$ cat src/rtl/in_debounce_if.sv
// Signal bundle between the raw-input conditioner and its consumer.
// The master drives the raw input and observes the conditioned outputs.
interface in_debounce_if;
  logic       in_async;
  logic       db_level;
  logic       db_rise;
  logic       db_fall;
  logic [7:0] glitch_cnt;

  modport master (
    output in_async,
    input  db_level, db_rise, db_fall, glitch_cnt
  );

  modport slave (
    input  in_async,
    output db_level, db_rise, db_fall, glitch_cnt
  );
endinterface

$ cat src/rtl/in_debounce.sv
// Synchronizes a raw asynchronous input, rejects pulses shorter than the hold
// time, and presents a clean level, one-cycle edge strobes and a glitch count.
module in_debounce #(
  parameter int SYNC_STAGES     = 2,
  parameter int DEBOUNCE_CYCLES = 4,
  parameter int CNT_W           = 16
) (
  input  logic          clk,
  input  logic          rst_n,
  in_debounce_if.slave  db_io
);

  typedef enum logic [1:0] {
    STABLE_LO = 2'd0,
    WAIT_HI   = 2'd1,
    STABLE_HI = 2'd2,
    WAIT_LO   = 2'd3
  } state_t;

  localparam logic [CNT_W-1:0] CNT_LAST = CNT_W'(DEBOUNCE_CYCLES - 1);

  logic [SYNC_STAGES-1:0] sync_q;
  logic                   sync_s;
  state_t                 state_q, state_d;
  logic [CNT_W-1:0]       cnt_q, cnt_d;
  logic                   level_q, level_d;
  logic                   rise_q, rise_d;
  logic                   fall_q, fall_d;
  logic [7:0]             glitch_q, glitch_d;

  assign sync_s = sync_q[SYNC_STAGES-1];

  always_ff @(posedge clk) begin
    if (!rst_n) begin
      sync_q   <= '0;
      state_q  <= STABLE_LO;
      cnt_q    <= '0;
      level_q  <= 1'b0;
      rise_q   <= 1'b0;
      fall_q   <= 1'b0;
      glitch_q <= 8'd0;
    end else begin
      sync_q   <= {sync_q[SYNC_STAGES-2:0], db_io.in_async};
      state_q  <= state_d;
      cnt_q    <= cnt_d;
      level_q  <= level_d;
      rise_q   <= rise_d;
      fall_q   <= fall_d;
      glitch_q <= glitch_d;
    end
  end

  // A WAIT state aborted by the old level counts as one rejected transition.
  always_comb begin
    state_d  = state_q;
    cnt_d    = cnt_q;
    level_d  = level_q;
    rise_d   = 1'b0;
    fall_d   = 1'b0;
    glitch_d = glitch_q;
    case (state_q)
      STABLE_LO: begin
        if (sync_s) begin
          state_d = WAIT_HI;
          cnt_d   = CNT_W'(1);
        end
      end
      WAIT_HI: begin
        if (!sync_s) begin
          state_d = STABLE_LO;
          cnt_d   = '0;
          if (glitch_q != 8'hFF) glitch_d = glitch_q + 8'd1;
        end else if (cnt_q == CNT_LAST) begin
          state_d = STABLE_HI;
          cnt_d   = '0;
          level_d = 1'b1;
          rise_d  = 1'b1;
        end else begin
          cnt_d = cnt_q + CNT_W'(1);
        end
      end
      STABLE_HI: begin
        if (!sync_s) begin
          state_d = WAIT_LO;
          cnt_d   = CNT_W'(1);
        end
      end
      WAIT_LO: begin
        if (sync_s) begin
          state_d = STABLE_HI;
          cnt_d   = '0;
          if (glitch_q != 8'hFF) glitch_d = glitch_q + 8'd1;
        end else if (cnt_q == CNT_LAST) begin
          state_d = STABLE_LO;
          cnt_d   = '0;
          level_d = 1'b0;
          fall_d  = 1'b1;
        end else begin
          cnt_d = cnt_q + CNT_W'(1);
        end
      end
      default: begin
        state_d = STABLE_LO;
        cnt_d   = '0;
      end
    endcase
  end

  assign db_io.db_level   = level_q;
  assign db_io.db_rise    = rise_q;
  assign db_io.db_fall    = fall_q;
  assign db_io.glitch_cnt = glitch_q;

endmodule

$ cat src/flat_wrapper.sv
// flat-port wrapper written by rule: the top's interface ports become plain ports
module in_debounce_flat 
#(
  parameter int SYNC_STAGES     = 2,
  parameter int DEBOUNCE_CYCLES = 4,
  parameter int CNT_W           = 16
)
  (clk, rst_n, db_io_in_async, db_io_db_level, db_io_db_rise, db_io_db_fall, db_io_glitch_cnt);
  in_debounce_if db_io_i ();
  input  logic clk;
  input  logic rst_n;
  input wire logic [$bits(db_io_i.in_async)-1:0] db_io_in_async;
  output wire logic [$bits(db_io_i.db_level)-1:0] db_io_db_level;
  output wire logic [$bits(db_io_i.db_rise)-1:0] db_io_db_rise;
  output wire logic [$bits(db_io_i.db_fall)-1:0] db_io_db_fall;
  output wire logic [$bits(db_io_i.glitch_cnt)-1:0] db_io_glitch_cnt;
  assign db_io_i.in_async = db_io_in_async;
  assign db_io_db_level = db_io_i.db_level;
  assign db_io_db_rise = db_io_i.db_rise;
  assign db_io_db_fall = db_io_i.db_fall;
  assign db_io_glitch_cnt = db_io_i.glitch_cnt;
  in_debounce #(.SYNC_STAGES(SYNC_STAGES), .DEBOUNCE_CYCLES(DEBOUNCE_CYCLES), .CNT_W(CNT_W)) u_core (.clk(clk), .rst_n(rst_n), .db_io(db_io_i));
endmodule
$ cat config.mk
export PLATFORM = sky130hd
export DESIGN_NAME = in_debounce_flat
export DESIGN_NICKNAME = d
export VERILOG_FILES = /design/src/rtl/in_debounce_if.sv /design/src/rtl/in_debounce.sv /design/src/flat_wrapper.sv
export SDC_FILE = /design/constraint.sdc
export NUM_CORES = 1
export LEC_CHECK = 0
export CAP_MARGIN = 20
export CORE_ASPECT_RATIO = 0.75
export CORE_UTILIZATION = 53
export CTS_BUF_LIST = sky130_fd_sc_hd__clkbuf_4 sky130_fd_sc_hd__clkbuf_8
export CTS_CLUSTER_SIZE = 40
export DETAILED_ROUTE_END_ITERATION = 8
export HOLD_SLACK_MARGIN = 0.08
export MAX_ROUTING_LAYER = met4
export PLACE_DENSITY = 0.77
export SKIP_CTS_REPAIR_TIMING = 1
export SLEW_MARGIN = 20
export SYNTH_ARGS = -nofsm -noshare
export SYNTH_HDL_FRONTEND = slang
export SYNTH_SLANG_ARGS = --single-unit
$ cat constraint.sdc
create_clock -name clk -period 1.6 [get_ports clk]
set_input_delay 0.16 -clock clk [delete_from_list [all_inputs] [get_ports clk]]
set_output_delay 0.16 -clock clk [all_outputs]
set_load 0.01 [all_outputs]
==> results.txt <==
Starting Density: 57.0%
delay-heaviest family, CP: simple AND/OR/NAND/NOR gates
PnR worst setup slack: -0.0547 ns
register-to-register setup slack: -0.05 ns
largest net degree at the start of global routing: 18
post-route cell area: 2130 sq um
Critical Path AT: 1.88 ns
Fmax: 604 MHz
die width: 64.0 microns
I/O pin total: 14
fin crit period: 1.65 ns
nets: 233
Area Overhead vs Synth: 39.3%
final wirelength: 4.34 mm
Setup crit end kind: flip-flop
Detail Placement HPWL: 3.06 mm
Root Driver: clkbuf_8
leakage power: 0.738 nW
crit share post-route: 103%
Die Y-Extent: 48.5 microns
Synth Area in Compound Gates: 20.2%
# H-tree levels: 2
vias: 1,636
drt drc: 0
Post-synth ARST share: 0%
Slew @ Worst Pin: 0.454 ns
placer congestion estimate: 0.870
power per cell area: 734 nW/um^2
flops & latches, synth: 31
CTS Buffer Depth: 2
number of synthesized flops with an enable pin: 0
maxcap violations: 0
# rows: 16
Yosys Warn Count: 0
endpoints failing hold: 0
failing checks: negative setup slack
worst hold path type: flip-flop to flip-flop
Rel. slew slack: 69.6%
Mapped Nets: 186
unrepaired setup endpoints after global routing: true
first-pass GRT wire length: 6.97 mm
simple-gate portion of the synthesized area: 28.5%
Yosys cell types: 37
Die Footprint: 3110 sq um
Post-Synth XOR/XNOR Area: 3.43%
worst path buffer plus inverter count: 0
ant diodes: 0
cells after synthesis: 181
endpoints failing setup: 2
fin. max-slew vios: 0
drt wl/cell: 16.4 microns
Synth Area in Adders: 1.64%
Starting DRT DRC Count: 102
Cells after DPL: 256
core area: 2680 sq um
Clk Latency, worst-skew pair: 0.29 ns
mux contribution to synthesized area: 1.31%
CP max FO: 4
Routed Antenna Nets: 0
DP Area: 1940 sq um
fin util: 79.5%
I/O Buffers: 13
Hold Path Origin: u_core.sync_q[0]$_SDFF_PN0_
Clock Skew: 0.00525 ns
Worst path max stage delay: 0.50 ns
grt ovf: 0
synthesized cell area: 1530 sq um
Pwr Total: 1.57 mW
sequential fraction of the synthesis area: 40.6%
share of cells above drive strength 1: 28.4%
top_reg_cell synth: dfxtp_1
vias in the first global route: 1,539
R2R Path Start: u_core.db_io.glitch_cnt[0]$_SDFFE_PN0P_
CP required: 1.82 ns
critical path class: flip-flop to flip-flop
Setup crit start kind: flip-flop
Layout Cells excl Fill: 265
CP max stage cell: or4b_4
crit path cell chain: ha_4 -> nand4_1 -> or4b_4 -> or3_4 -> a21oi_2
Setup crit start: u_core.db_io.glitch_cnt[0]$_SDFFE_PN0P_
Num CTS Buffers: 5
Avg Synthesized Cell Area: 8.45 sq um
worst ir drop on vdd: 0.676 mV
pre-CTS setup slack: -0.0926 ns
final-layout fill cell count: 184
CTS tree: yes
status: finished with violations
initial antenna violation count: 0
main combinational cell family by area after synthesis: simple AND/OR/NAND/NOR gates
GR Util All Layers: 30.1%
routed vias/inst: 6.17
clock slew at reported path FFs: 0.06 ns
CTS sink cnt: 31
drt pass-1 iters: 4
## kinds of logic (layout without fill, tap and decap cells)
group,Yosys count,in the layout
AO/OA/AOI/OAI,48,48
flip-flops,31,31
buffers and inverters,15,63
adder cells (fa/ha/maj),2,2
AND/OR/NAND/NOR,77,77
XOR/XNOR,6,6
multiplexers,2,2
## flip-flops by register name (all words and copies together), names as in the netlist, named ones only
signal / count
u_core.cnt_q: 16
u_core.db_io.db_fall: 1
u_core.db_io.db_level: 1
u_core.db_io.db_rise: 1
u_core.db_io.glitch_cnt: 8
u_core.state_q: 1
u_core.sync_q: 2
## cell usage after synthesis, types with 2 or more instances
master | n | area (sq um)
nor4_1 | 6 | 37.5
nor3_1 | 6 | 30.0
xor2_1 | 3 | 26.3
and3_1 | 4 | 25.0
dfxtp_1 | 31 | 621
or3_1 | 6 | 37.5
nor4b_1 | 2 | 17.5
a21oi_1 | 6 | 30.0
a41oi_1 | 2 | 17.5
xnor2_1 | 3 | 26.3
a31oi_1 | 18 | 113
ha_1 | 2 | 25.0
nand2_1 | 11 | 41.3
o21a_1 | 2 | 15.0
or4_1 | 2 | 15.0
nand3_1 | 15 | 75.1
nor2_1 | 8 | 30.0
o21ai_0 | 10 | 50.1
nand4_1 | 8 | 50.1
clkbuf_1 | 5 | 18.8
o211ai_1 | 6 | 45.0
inv_1 | 5 | 18.8
and2_1 | 3 | 18.8
buf_2 | 3 | 15.0
mux2i_1 | 2 | 20.0
## per-layer routing
layer	track usage (%)	vias to the layer above	part of all wire (%)
li1	-	789	-
met1	39.8	775	46
met2	45.7	62	46
met3	6.37	10	5.9
met4	9.85	0	1.4
met5	-	-	0
## where the power goes
part           internal, mW  switching (mW)  leakage (nW)
Sequential            0.781         0.00748         0.253
Combinational        0.0349          0.0408         0.430
Clock                 0.409           0.293        0.0549
Total                  1.22           0.341         0.738
## worst paths after layout
path                                                  end  cells past startpoint
setup reg to reg  u_core.db_io.glitch_cnt[6]$_SDFFE_PN0P_                      5
hold reg to reg               u_core.sync_q[1]$_SDFF_PN0_                      1
setup / recovery  u_core.db_io.glitch_cnt[6]$_SDFFE_PN0P_                      5
hold / removal                u_core.sync_q[1]$_SDFF_PN0_                      1
## final cells by class
type	count	area [sq um]	area share, %
Inverter	6	22.5	1.06
Multi-Input combinational cell	135	925	43.4
Clock buffer	8	104	4.87
Sequential cell	31	628	29.5
Tap cell	36	45.0	2.11
Timing Repair Buffer	49	408	19.1
## layout by cell type, fill, tap and decap left out, types with 3 or more instances in the layout
cell             instances
and2_1                   3
a31oi_1                 18
nor3_1                   6
xor2_1                   3
nand4_1                  8
and3_1                   4
dfxtp_1                 25
nand2_1                 11
nand3_1                 14
clkbuf_8                 7
clkdlybuf4s50_1         13
nor4_1                   5
or3_1                    4
inv_1                    5
o21ai_0                 10
a21oi_1                  5
o211ai_1                 6
dfxtp_2                  6
buf_4                   34
nor2_1                   7
## stage by stage
stage / hold WS [ns] / TNS [ns]
2_1_floorplan: 0.278 / -0.0362
3_5_place_dp: 0.435 / -0.480
3_3_place_gp: 0.427 / -0.0178
5_1_grt: 0.467 / -0.736
6_report: 0.449 / -0.0569
4_1_cts: 0.453 / -1.02
Power figures use the tool's default switching activity.
